<file path="src/rtl/pattern_fsm.sv">
// -----------------------------------------------------------------------------
// pattern_fsm
//   Parametrised serial pattern detector. It watches a 1-bit stream qualified
//   by en and reports every occurrence of a PAT_W-bit pattern. The pattern's
//   MSB, PATTERN[PAT_W-1], is the first bit received.
//
//   State index k means "the last k sampled bits equal the first k bits of
//   PATTERN". The next-state table comes from the KMP prefix/suffix rule. It
//   is built entirely at elaboration by constant functions, so the run-time
//   logic is only a table lookup on {state, din}.
//
//   MEALY = 0 : Moore timing. There is an extra state S(PAT_W) that means a
//               full match. match is registered and is high while the FSM
//               sits in S(PAT_W).
//   MEALY = 1 : Mealy timing. match is combinational and asserts in the same
//               cycle as the last pattern bit. After a full match the FSM
//               goes straight to the fallback state.
//   OVERLAP   : 1 lets the bits of a match be reused by the next match.
//               0 consumes them, so detection restarts from S0.
//
// Ports
//   clk      in   rising-edge clock
//   rstn     in   asynchronous active-low reset
//   en       in   din is valid this cycle; the FSM only advances when en=1
//   din      in   serial data bit
//   clr      in   synchronous clear of state, count and cnt_ovf;
//                 takes priority over en
//   match    out  detection indication (Moore: registered, Mealy: combinational)
//   state    out  current state index k (debug view of the FSM)
//   count    out  saturating detection counter
//   cnt_ovf  out  sticky flag: a detection arrived while count was all-ones
//
// Handshake: this block has no back-pressure. A bit is consumed on every
// rising edge where rstn=1 and en=1. With en=0, all state holds.
// -----------------------------------------------------------------------------
module pattern_fsm #(
  parameter int               PAT_W   = 4,
  parameter logic [PAT_W-1:0] PATTERN = 4'b1011,
  parameter bit               MEALY   = 1'b0,
  parameter bit               OVERLAP = 1'b1,
  parameter int               CNT_W   = 8,
  localparam int              SW      = $clog2(PAT_W + 1)
) (
  input  logic             clk,
  input  logic             rstn,
  input  logic             en,
  input  logic             din,
  input  logic             clr,
  output logic             match,
  output logic [SW-1:0]    state,
  output logic [CNT_W-1:0] count,
  output logic             cnt_ovf
);

  // Number of table rows. This is every value the state index can encode;
  // rows beyond PAT_W are unreachable and simply return to S0.
  localparam int NT = 2 ** SW;
  localparam logic [SW-1:0] FULL = SW'(PAT_W);

  typedef logic [SW-1:0] state_t;

  // ---------------------------------------------------------------------------
  // Elaboration-time helpers. Bit strings are held LSB-aligned in a 17-bit
  // vector, with bit 0 as the most recently received bit.
  // ---------------------------------------------------------------------------

  // First k bits of PATTERN as a string (the newest bit is PATTERN[PAT_W-k]).
  function automatic logic [16:0] prefix_str(input int k);
    logic [16:0] s;
    s = '0;
    for (int i = 0; i < 17; i++) begin
      if (i < k) s[i] = PATTERN[PAT_W-k+i];
    end
    return s;
  endfunction

  // Longest proper suffix of the len-bit string s that is also a prefix of
  // PATTERN. Its length can never exceed PAT_W.
  function automatic int fallback(input logic [16:0] s, input int len);
    int best;
    bit ok;
    best = 0;
    for (int j = 1; j < len; j++) begin
      if (j <= PAT_W) begin
        ok = 1'b1;
        for (int i = 0; i < j; i++) begin
          if (s[i] != PATTERN[PAT_W-j+i]) ok = 1'b0;
        end
        if (ok) best = j;
      end
    end
    return best;
  endfunction

  // Moore-style transition from S_k on bit d. A return value of PAT_W means
  // that this bit completes a detection.
  function automatic int raw_next(input int k, input logic d);
    logic [16:0] s;
    int kk;
    kk = k;
    if (k >= PAT_W) begin
      if (OVERLAP) begin
        // Keep the whole matched pattern as history for the next bit.
        s = prefix_str(PAT_W);
        s = {s[15:0], d};
        return fallback(s, PAT_W + 1);
      end
      // Matched bits are consumed, so continue as if the FSM were in S0.
      kk = 0;
    end
    if (d == PATTERN[PAT_W-1-kk]) return kk + 1;
    s = prefix_str(kk);
    s = {s[15:0], d};
    return fallback(s, kk + 1);
  endfunction

  // Actual next state. Mealy skips S(PAT_W) and goes straight to the state
  // that Moore reaches one bit later.
  function automatic int next_state(input int k, input logic d);
    int r;
    r = raw_next(k, d);
    if (MEALY && (r == PAT_W)) begin
      r = OVERLAP ? fallback(prefix_str(PAT_W), PAT_W) : 0;
    end
    return r;
  endfunction

  // ---------------------------------------------------------------------------
  // Transition and detection tables, one row per state index.
  // ---------------------------------------------------------------------------
  state_t nxt_tab0 [NT];
  state_t nxt_tab1 [NT];
  logic   hit_tab0 [NT];
  logic   hit_tab1 [NT];

  for (genvar k = 0; k < NT; k++) begin : g_tab
    localparam bit LIVE = (k <= PAT_W);
    localparam int N0   = LIVE ? next_state(k, 1'b0) : 0;
    localparam int N1   = LIVE ? next_state(k, 1'b1) : 0;
    localparam bit H0   = LIVE && (raw_next(k, 1'b0) == PAT_W);
    localparam bit H1   = LIVE && (raw_next(k, 1'b1) == PAT_W);
    assign nxt_tab0[k] = SW'(N0);
    assign nxt_tab1[k] = SW'(N1);
    assign hit_tab0[k] = H0;
    assign hit_tab1[k] = H1;
  end

  // ---------------------------------------------------------------------------
  // Run-time datapath
  // ---------------------------------------------------------------------------
  state_t           state_q;
  state_t           nxt;
  logic             hit;
  logic             match_q;
  logic             mealy_match;
  logic [CNT_W-1:0] count_q;
  logic             ovf_q;

  always_comb begin
    nxt = nxt_tab0[state_q];
    hit = hit_tab0[state_q];
    if (din) begin
      nxt = nxt_tab1[state_q];
      hit = hit_tab1[state_q];
    end
  end

  // Single FSM/counter register block. Priority is reset, then clr, then en.
  always_ff @(posedge clk or negedge rstn) begin
    if (!rstn) begin
      state_q <= '0;
      match_q <= 1'b0;
      count_q <= '0;
      ovf_q   <= 1'b0;
    end else if (clr) begin
      // A detection in the clr cycle is dropped on purpose.
      state_q <= '0;
      match_q <= 1'b0;
      count_q <= '0;
      ovf_q   <= 1'b0;
    end else if (en) begin
      state_q <= nxt;
      // Only Moore ever enters FULL, so this flop stays 0 in Mealy mode.
      match_q <= (nxt == FULL);
      if (hit) begin
        if (&count_q) begin
          ovf_q <= 1'b1;
        end else begin
          count_q <= count_q + 1'b1;
        end
      end
    end
  end

  // Mealy indication: the current bit completes the pattern. It is gated by
  // rstn so that it stays low while the block is held in reset, and it is
  // deliberately not gated by clr.
  assign mealy_match = rstn & en & hit;

  assign match   = MEALY ? mealy_match : match_q;
  assign state   = state_q;
  assign count   = count_q;
  assign cnt_ovf = ovf_q;

endmodule

</file>
<file path="config.mk">
export PLATFORM = sky130hd
export DESIGN_NAME = pattern_fsm
export DESIGN_NICKNAME = d
export VERILOG_FILES = /design/src/rtl/pattern_fsm.sv
export SDC_FILE = /design/constraint.sdc
export NUM_CORES = 1
export LEC_CHECK = 0
export BUFFER_PORTS_ARGS = -buffer_cell sky130_fd_sc_hd__buf_2
export CAP_MARGIN = 20
export CELL_PAD_IN_SITES_DETAIL_PLACEMENT = 0
export CELL_PAD_IN_SITES_GLOBAL_PLACEMENT = 2
export CORE_UTILIZATION = 30
export CTS_CLUSTER_DIAMETER = 80
export DETAILED_ROUTE_END_ITERATION = 6
export PLACE_DENSITY_LB_ADDON = 0.08
export RECOVER_POWER = 50
export SLEW_MARGIN = 20
export SYNTH_ARGS = -nofsm -noshare
export SYNTH_HDL_FRONTEND = slang
export SYNTH_SLANG_ARGS = --single-unit
</file>
<file path="constraint.sdc">
create_clock -name clk -period 2.2 [get_ports clk]
set_clock_uncertainty 0.2 [all_clocks]
set_input_delay 0.22 -clock clk [delete_from_list [all_inputs] [get_ports clk]]
set_output_delay 0.22 -clock clk [all_outputs]
set_load 0.01 [all_outputs]
</file>
# Word-level counts from Yosys, hierarchy flattened
# Memories as Yosys holds them, arrays and structs flattened.
# Cells that the tools add are included.
# W data, S select, Z words.
# word_totals
ff_bits,13
mem_bits_ro,64
input_bits,5
output_inout_bits,13
wordCells,41
n_memories,4
# op_classes
add_sub_neg,1
magnitude_cmp,1
n_eq_ne,2
mux,22
n_bitwise,1
reduce_logical,6
# memory_table
memory,depth,width,rd,rd_ports_with_merged_regs,write_ports,line,text
(name not given),8,3,1,0,0,163,nxt = nxt_tab1[state_q];
(name not given),8,3,1,0,0,160,nxt = nxt_tab0[state_q];
(name not given),8,1,1,0,0,164,hit = hit_tab1[state_q];
(name not given),8,1,1,0,0,161,hit = hit_tab0[state_q];
# op_table
cell,n
$mux W8,4
$mux W3,7
$mux W1,11
$add A8 B1 Y8 const B,1
$reduce_and A8 Y1,1
$reduce_and A3 Y1,2
$reduce_bool A2 Y1,3
$ge A4 B4 Y1 const B,1
$not A3 Y4,1
$eq A3 B3 Y1 const B,1
$ne A2 B2 Y1 const B,1

# Longest topological paths before layout
# Gate-level depths: netlist of the first run.
# logic_depth
ltp_word,8
depth_mapped,6
mapped_depth_nobuf,5

# Worst setup path before layout of the first run
# Ideal clock, no wire load.
# synth_path
path_type,register -> register
from,reg count_q[0] (netlist: count[0])
to,reg count_q[7] (netlist: count[7])
setup_time_ps,132
arrival_time_ps,1495
required_ps,1868
path_slack_ps,373
stages_incl_launch_ff,7
path_buffers,1
period_less_slack_ps,1827
path_cell_list,dfrtp_1 ha_1 and3_1 buf_6 a2111oi_2 xnor2_1 nor2_1
# synth_via
elab_chain_len,5
elab_cells_between_ends,8
cone_classes,add/sub (1); eq/ne (1); mux (4); reduce/logical (2)
# synth_lines
item,line,text
"start, declared",156,logic [CNT_W-1:0] count_q;
"start signal, assigned",189,count_q <= count_q + 1'b1;
$add A8 B1 Y8,189,
$mux W8,186,if (&count_q) begin
$mux W8,185,if (hit) begin
$mux W8,181,end else if (en) begin
$mux W8,175,end else if (clr) begin
# Parallel ways exist; a longest one is shown, timed or not. The select of a mux whose other input is x is not followed.
# A chain may end at the register's enable or synchronous reset.

# Worst setup path after layout of the first run
# Same ends and word-level chain as after synthesis.

==> impl_metrics.tcl, run 1 <==
set metrics [dict create \
    status "finished, final reports clean" \
    fin_crit_sh_pct 84.2 \
    yosysTopAreaCellShare_pct 46.5 \
    fin_ws_ps 348 \
    syn-instance-count 69 \
    nNetsFinal 94 \
    cts_buffers 3 \
    clk_latency_ps 270 \
    max_stage_delay_ps 440 \
    hold_viol_final 0 \
    syn2layout_area_growth_pct 17.9 \
    final_common_cell "dfrtp_1" \
    drtIter0Drc 20 \
    holdWs_ps 71.9 \
    slew_headroom_pct 52.1 \
    crit_type "reg -> reg" \
    grt.total_usage_pct 14.6 \
    ant_nets 0 \
    n_fill_cell 232 \
    drv_cap 0 \
    die_width_um 50.3 \
    critPathMaxFanout 6 \
    fmax_mhz 540 \
    htreeDepth 1 \
    synth_top_cell_by_area "dfrtp_1" \
    gp_congestion 0.734 \
    seqCellArea_sq_um 325 \
    io_pins 18 \
    min_period_ps 1850 \
    grt-ovfl-total 0 \
    ys_seq_area_share_pct 46.5 \
    drt_first_pass_iters 6 \
    drive_gt1_share_pct 18.4 \
    routedWlPerCell_um 13.5 \
    insertedDiodeCount 0 \
    grt_first_pass_wirelength_mm 2.75 \
    coreArea_sq_um 2210 \
    finalPower_w 0.000411 \
    hold_path_class "in -> reg" \
    dp_slack_ps 351 \
    finalMaxSlewViolations 0 \
    crit_slowest_cell "a2111oi_2" \
    vias 632 \
    multi_input_area_sq_um 347 \
    cp.arrival_ps 1810 \
    max_slew.worst_pin.slew_ps 718 \
    mostFrequentLayoutCells "dfrtp_1, buf_2, nor2_1" \
    tns_ps 0 \
    setup_violations 0 \
    drc_errors 0 \
    crit_required_ps 2150 \
    clkSlewWorstSetupHoldPaths_ps 80 \
    grt_max_degree 14 \
    rows 17 \
    rsz0062_at_grt "false" \
    wl_mm 1.56 \
    p_leak_nw 0.355 \
    post_cts_resized 0 \
    crit_path_end_kind "flop" \
    antenna_found_initial 0 \
    clock-sinks 13 \
    synth_cell_type_count 30 \
    ys_top_cells_by_area "dfrtp_1, nor2_1, a2111oi_2" \
    yosys_warnings 0 \
    holdBufCountCts 1 \
    ys_seq_elements 13 \
    clk_path_buf_depth 2 \
    place_hpwl_mm 1.12 \
    crit_chain "ha_1 -> and3_1 -> a2111oi_2 -> xnor2_1 -> nor2_1" \
    dieHeight_um 50.3 \
    syn_avg_cell_area_sq_um 10.1 \
    ir_drop_mv 0.231 \
    p_per_area_nw_per_um2 498 \
    dieArea_sq_um 2530 \
    cts_root_buffer "clkbuf_4" \
    mappedNetlistArea_sq_um 699 \
    cts_tree "done" \
    syn_nets 75 \
    post_cts.repair.setup_buffers 0 \
    via_per_inst 5.50 \
    grt_pass1_vias 583 \
    initial_core_util_pct 31.6 \
    start_kind "flop" \
    io_buffers 17 \
]
[synth_stat cells, drive strengths merged]
cell and instances:
dfrtp 13, nor2 10, nand2 5, a21oi 4, nand4 3, xnor2 3
a2111oi 2, a311oi 2, a41oi 2, buf 2, clkbuf 2, mux2i 2
o211ai 2, xor2 2, a211oi 1, a31oi 1, and2 1, and3 1
and4 1, and4b 1, ha 1, inv 1, nand3 1, nand4b 1
nor2b 1, nor3b 1, o2111ai 1, o21ai 1, o31a 1
[per-layer routing]
layer,vias up,wire [um],track usage [%]
met5,-,0,0
met4,0,33,7.14
met3,6,101,2.12
met2,30,685,20.9
met1,301,738,21.3
li1,295,-,-
[critical path, delay by kind of cell (launching register included)]
kind,cells,cell delay [ps]
AO/OA/AOI/OAI,1,440
flip-flops,1,420
AND/OR/NAND/NOR,2,280
adder cells (fa/ha/maj),1,240
XOR/XNOR,1,160
[state kept, by name, summed over array words and instances, names as in the netlist]
signal,cells
match,1
cnt_ovf,1
count,8
state,3
[metrics by stage]
step | instance area [sq um] | instances | util (%)
after global routing | 825 | 115 | 37.3
after detailed placement | 796 | 110 | 36.0
after CTS | 832 | 115 | 37.6
final | 825 | 115 | 37.3
after floorplan | 699 | 69 | -
after global placement | 796 | 110 | 36.0
[cells by family (layout without fill, tap and decap cells)]
group                      count (synthesis)  after routing  synth area share [%]
muxes                                      2              2                  2.86
buffers and inverters                      5             23                  3.93
xor gates and xnor gates                   5              5                  6.26
AOI/OAI and AO/OA                         17             17                  19.5
DFF                                       13             13                  46.5
adders and majority gates                  1              1                  1.79
and+or+nand+nor                           26             26                  19.1
[worst paths after layout]
kind,depth (start not counted),to,slack [ps],from
worst max register to register,5,count[7],350,count[0]
worst max-delay path,5,count[7],350,count[0]
max in group asynchronous,2,count[0],1040,rstn
worst min register to register,2,cnt_ovf,320,cnt_ovf
min in group asynchronous,2,match,300,rstn
worst min-delay path,3,state[0],70,din
[final cells by class]
class                           instances  area share, %
Clock buffer                            4           3.19
Inverter                                1          0.455
Multi-Input combinational cell         51           42.0
Sequential cell                        13           39.5
Tap cell                               28           4.25
Timing Repair Buffer                   18           10.6
[power breakdown]
group          internal, W  switching [W]   total, W
clock network    0.0000701      0.0000742   0.000144
logic           0.00000745      0.0000163  0.0000238
registers         0.000240     0.00000275   0.000243
No activity file was read; power rests on OpenSTA's default activity.
==> run 2, diff against run 1 <==
--- a/config.mk
+++ b/config.mk
@@ -9,7 +9,7 @@
 export CAP_MARGIN = 20
 export CELL_PAD_IN_SITES_DETAIL_PLACEMENT = 0
 export CELL_PAD_IN_SITES_GLOBAL_PLACEMENT = 2
-export CORE_UTILIZATION = 30
+export CORE_UTILIZATION = 27
 export CTS_CLUSTER_DIAMETER = 80
 export DETAILED_ROUTE_END_ITERATION = 6
 export PLACE_DENSITY_LB_ADDON = 0.08
==> constraint.sdc (replaced) <==
create_clock -name clk -period 1.6 [get_ports clk]
set_clock_uncertainty 0.2 [all_clocks]
set_input_delay 0.16 -clock clk [delete_from_list [all_inputs] [get_ports clk]]
set_output_delay 0.16 -clock clk [all_outputs]
set_load 0.01 [all_outputs]
==> impl_metrics.tcl, run 2 (same netlist as run 1, synthesis figures left out) <==
set metrics [dict create \
    drive_gt1_share_pct 38.1 \
    dieHeight_um 52.9 \
    crit_required_ps 1570 \
    p_per_area_nw_per_um2 583 \
    drtIter0Drc 2 \
    ir_drop_mv 0.278 \
    insertedDiodeCount 0 \
    clkSlewWorstSetupHoldPaths_ps 90 \
    crit_path_end_kind "flop" \
    place_hpwl_mm 1.35 \
    grt.total_usage_pct 16.5 \
    dp_slack_ps -79.5 \
    finalMaxSlewViolations 0 \
    wl_mm 1.85 \
    io_buffers 17 \
    final_common_cell "buf_4" \
    io_pins 18 \
    status "finished, violations left" \
    critPathMaxFanout 6 \
    slew_headroom_pct 49.2 \
    die_width_um 52.9 \
    htreeDepth 1 \
    fin_ws_ps -16.4 \
    n_fill_cell 260 \
    holdWs_ps 21.1 \
    cts_root_buffer "clkbuf_4" \
    clk_latency_ps 280 \
    grt_max_degree 14 \
    vias 648 \
    grt_pass1_vias 690 \
    cts_tree "done" \
    nNetsFinal 112 \
    clk_path_buf_depth 2 \
    min_period_ps 1620 \
    fmax_mhz 619 \
    grt-ovfl-total 0 \
    grt_first_pass_wirelength_mm 3.24 \
    hold_viol_final 0 \
    coreArea_sq_um 2450 \
    drv_cap 0 \
    initial_core_util_pct 28.5 \
    utilization_pct 41.0 \
    syn2layout_area_growth_pct 44.0 \
    drt_first_pass_iters 4 \
    crit_type "reg -> reg" \
    max_slew.worst_pin.slew_ps 762 \
    cts_buffers 3 \
    rsz0062_at_grt "true" \
    dieArea_sq_um 2800 \
    start_kind "flop" \
    mostFrequentLayoutCells "buf_4, dfrtp_1, buf_2" \
    fin_crit_sh_pct 101 \
    hold_path_class "in -> reg" \
    rows 18 \
    cp.arrival_ps 1590 \
    clock-sinks 13 \
    largest_reg_flops 8 \
    ant_nets 0 \
    finalPower_w 0.000588 \
    antenna_found_initial 0 \
    violations "negative setup slack" \
    setup_violations 3 \
    routedWlPerCell_um 13.7 \
    drc_errors 0 \
    gp_congestion 0.751 \
    p_leak_nw 0.452 \
    via_per_inst 4.80 \
]
==> run 2: layout make-up <==
type                            count  area [sq um]  share of cell area [%]
Clock inverter                      1          5.00                   0.497
Multi-Input combinational cell     51           385                    38.3
Sequential cell                    13           325                    32.3
Tap cell                           30          37.5                    3.73
Inverter                            1          3.75                   0.373
Timing Repair Buffer               36           228                    22.6
Clock buffer                        3          22.5                    2.24
==> run 2: repair_timing <==
action	CTS	global route
pin swaps	1	3
setup endpoints to repair	5	7
hold buffers	2	0
endpoints found under the hold margin	15	0
resized for setup	0	2
setup buffers	3	0
==> run 2: path summary, 6_finish.rpt <==
| kind | slack (ps) | endpoint | cells after the start | start |
|---|---|---|---|---|
| hold reg to reg | 350 | match | 2 | match |
| max in group asynchronous | 470 | state[0] | 2 | rstn |
| setup reg to reg | -20 | count[5] | 5 | count[0] |
| min in group asynchronous | 250 | match | 2 | rstn |
| hold / removal | 20 | count[1] | 2 | clr |
| setup / recovery | -20 | count[5] | 5 | count[0] |
==> run 2: routing by layer <==
layer | track usage, % | vias to the layer above | part of all wire [%] | routed length (um)
met3 | 3.74 | 5 | 4.2 | 78
met2 | 24.3 | 13 | 43 | 789
met5 | 0 | - | 0 | 0
met1 | 22.7 | 299 | 51 | 944
met4 | 7.89 | 0 | 2.3 | 42
li1 | - | 331 | - | -
==> run 2: stage by stage <==
step / instances / TNS (ps) / instance area [sq um]
after floorplan: 69 / -263 / 732
after global placement: 126 / -176 / 936
after global routing: 135 / -634 / 1010
after detailed placement: 126 / -180 / 936
final: 135 / -30.5 / 1010
after CTS: 135 / -40.6 / 1010
==> run 2: worst max-delay path, cell delays in order (launching register included) <==
cell	delay, ps
dfrtp_1	410
ha_2	200
and3_4	190
a2111oi_4	300
xnor2_1	160
nor2_1	50
==> run 2: report_power, final <==
group	internal [W]	switching [W]	leakage (nW)	total, W
registers	0.000330	0.00000174	0.181	0.000332
clock network	0.0000929	0.000120	0.0177	0.000213
logic	0.0000160	0.0000271	0.254	0.0000430
total	0.000439	0.000149	0.452	0.000588
==> run 3, diff against run 2 <==
--- a/config.mk
+++ b/config.mk
@@ -9,11 +9,12 @@
 export CAP_MARGIN = 20
 export CELL_PAD_IN_SITES_DETAIL_PLACEMENT = 0
 export CELL_PAD_IN_SITES_GLOBAL_PLACEMENT = 2
+export CORE_MARGIN = 2
 export CORE_UTILIZATION = 27
 export CTS_CLUSTER_DIAMETER = 80
 export DETAILED_ROUTE_END_ITERATION = 6
 export PLACE_DENSITY_LB_ADDON = 0.08
-export RECOVER_POWER = 50
+export RECOVER_POWER = 25
 export SLEW_MARGIN = 20
 export SYNTH_ARGS = -nofsm -noshare
 export SYNTH_HDL_FRONTEND = slang
==> impl_metrics.tcl, run 3 (same netlist as run 1, synthesis figures left out) <==
set metrics [dict create \
    ir_drop_mv 0.388 \
    p_leak_nw 0.466 \
    io_buffers 17 \
    grt_max_degree 14 \
    crit_required_ps 1550 \
    via_per_inst 4.98 \
    clkSlewWorstSetupHoldPaths_ps 80 \
    cts_tree "done" \
    placed_cell_area_sq_um 943 \
    start_kind "flop" \
    intPower_w 0.000441 \
    fin_crit_sh_pct 102 \
    syn2layout_area_growth_pct 43.5 \
    rows 18 \
    io_pins 18 \
    worst-path-buf-inv 0 \
    seqCellArea_sq_um 325 \
    final_common_cell "buf_4" \
    initial_core_util_pct 28.5 \
    ant_nets 0 \
    fin_cells 135 \
    drt_first_pass_iters 3 \
    crit_chain "ha_2 -> and3_4 -> a2111oi_4 -> xnor2_1 -> nor2_1" \
    finalPower_w 0.000577 \
    rsz0062_at_grt "true" \
    vias 672 \
    status "finished, violations left" \
    max_slew.worst_pin.slew_ps 758 \
    coreArea_sq_um 2450 \
    mostFrequentLayoutCells "buf_4, buf_2, dfrtp_1" \
    combPwrFrac_pct 7.1 \
    grt_first_pass_wirelength_mm 2.90 \
    clockPowerShare_pct 35.4 \
    grt-ovfl-total 0 \
    crit_slowest_cell "dfrtp_1" \
    drv_cap 0 \
    cts_buffers 3 \
    setup_violations 3 \
    dieArea_sq_um 3010 \
    hold_viol_final 0 \
    finalMaxSlewViolations 0 \
    drc_errors 0 \
    p_per_area_nw_per_um2 575 \
    largest_reg_flops 8 \
    gp_congestion 0.719 \
    whs_path_depth 3 \
    drtIter0Drc 4 \
    insertedDiodeCount 0 \
    routedWlPerCell_um 13.6 \
    dieHeight_um 54.9 \
    crit_path_end_kind "flop" \
    grt.total_usage_pct 13.9 \
    violations "negative setup slack" \
    drive_gt1_share_pct 40.0 \
    clk_latency_ps 270 \
    slew_headroom_pct 49.4 \
    clk_path_buf_depth 2 \
    worstRegToRegCells 5 \
    grt_pass1_vias 647 \
    wl_mm 1.84 \
    cp.arrival_ps 1590 \
    max_stage_delay_ps 390 \
    critPathMaxFanout 5 \
    nNetsFinal 112 \
    clock-sinks 13 \
    die_width_um 54.9 \
    design_area_sq_um 1000 \
    critPathTopFamily "flip-flops" \
    min_period_ps 1640 \
    power_frac_seq_pct 57.5 \
    dp_slack_ps -46.3 \
    htreeDepth 1 \
    crit_type "reg -> reg" \
    place_inst 127 \
    antenna_found_initial 0 \
    worstSetupPathDepth 5 \
    switching_share_pct 23.6 \
    fmax_mhz 611 \
    place_hpwl_mm 1.38 \
    multi_input_area_sq_um 382 \
    n_fill_cell 250 \
    fin_ws_ps -36.2 \
    cts_root_buffer "clkbuf_4" \
    p_sw_w 0.000136 \
    hold_path_class "in -> reg" \
]
-- run 3: changes by cell type in the layout (fill, tap and decap cells not counted), sizes merged --
cell / change
clkbuf: -2
dlygate4sd3: -1
buf: +4
clkinv: -1
-- run 3: final cells by class --
cell class	instances	area share (%)
Multi-Input combinational cell	51	38.0
Sequential cell	13	32.4
Timing Repair Buffer	36	22.8
Tap cell	30	3.74
Clock buffer	4	2.62
Inverter	1	0.374
-- run 3: repair_timing --
| action | CTS | global route |
|---|---|---|
| hold buffers | 1 | 0 |
| endpoints found under the hold margin | 13 | 0 |
| endpoints found under the setup margin | 3 | 5 |
| gates cloned | 0 | 0 |
| pin swaps | 1 | 4 |
| setup buffers | 2 | 1 |
| gates resized for setup | 2 | 0 |
-- run 3: layer usage --
layer  up-vias  routed length (um)  global-route usage (%)
met5         -                   0                       0
met4         0                  32                    4.88
met3         4                  72                    4.03
met2        11                 818                    21.2
met1       324                 916                    18.8
li1        333                   -                       -
-- run 3: worst paths after layout --
| path | from | to | slack (ps) |
|---|---|---|---|
| worst max register to register | count[1] | count[5] | -40 |
| min in group asynchronous | rstn | count[2] | 270 |
| worst max-delay path | count[1] | count[5] | -40 |
| worst min register to register | cnt_ovf | cnt_ovf | 320 |
| worst min-delay path | din | state[0] | 20 |
| max in group asynchronous | rstn | count[6] | 460 |
-- run 3: stage by stage --
stage	hold slack (ps)	utilization, %	setup TNS [ps]
after detailed placement	-122	38.4	-77.9
after floorplan	-336	-	-263
after global placement	-125	38.4	-75.9
after global routing	19.5	40.9	-505
after CTS	4.38	40.6	-43.3
final	17.0	40.9	-46.5
-- run 3: worst min-delay path: cells and delay by family --
| kind | cells | cell delay [ps] |
|---|---|---|
| compound gates | 2 | 170 |
| buf+inv | 1 | 130 |
-- run 3: power groups by stage --
stage               sequential [W]  combinational [W]  clock [W]
floorplan                 0.000341          0.0000139          0
global placement          0.000339          0.0000406          0
detailed placement        0.000338          0.0000409          0
CTS                       0.000332          0.0000428   0.000220
global route              0.000332          0.0000467   0.000237
finish                    0.000332          0.0000412   0.000204
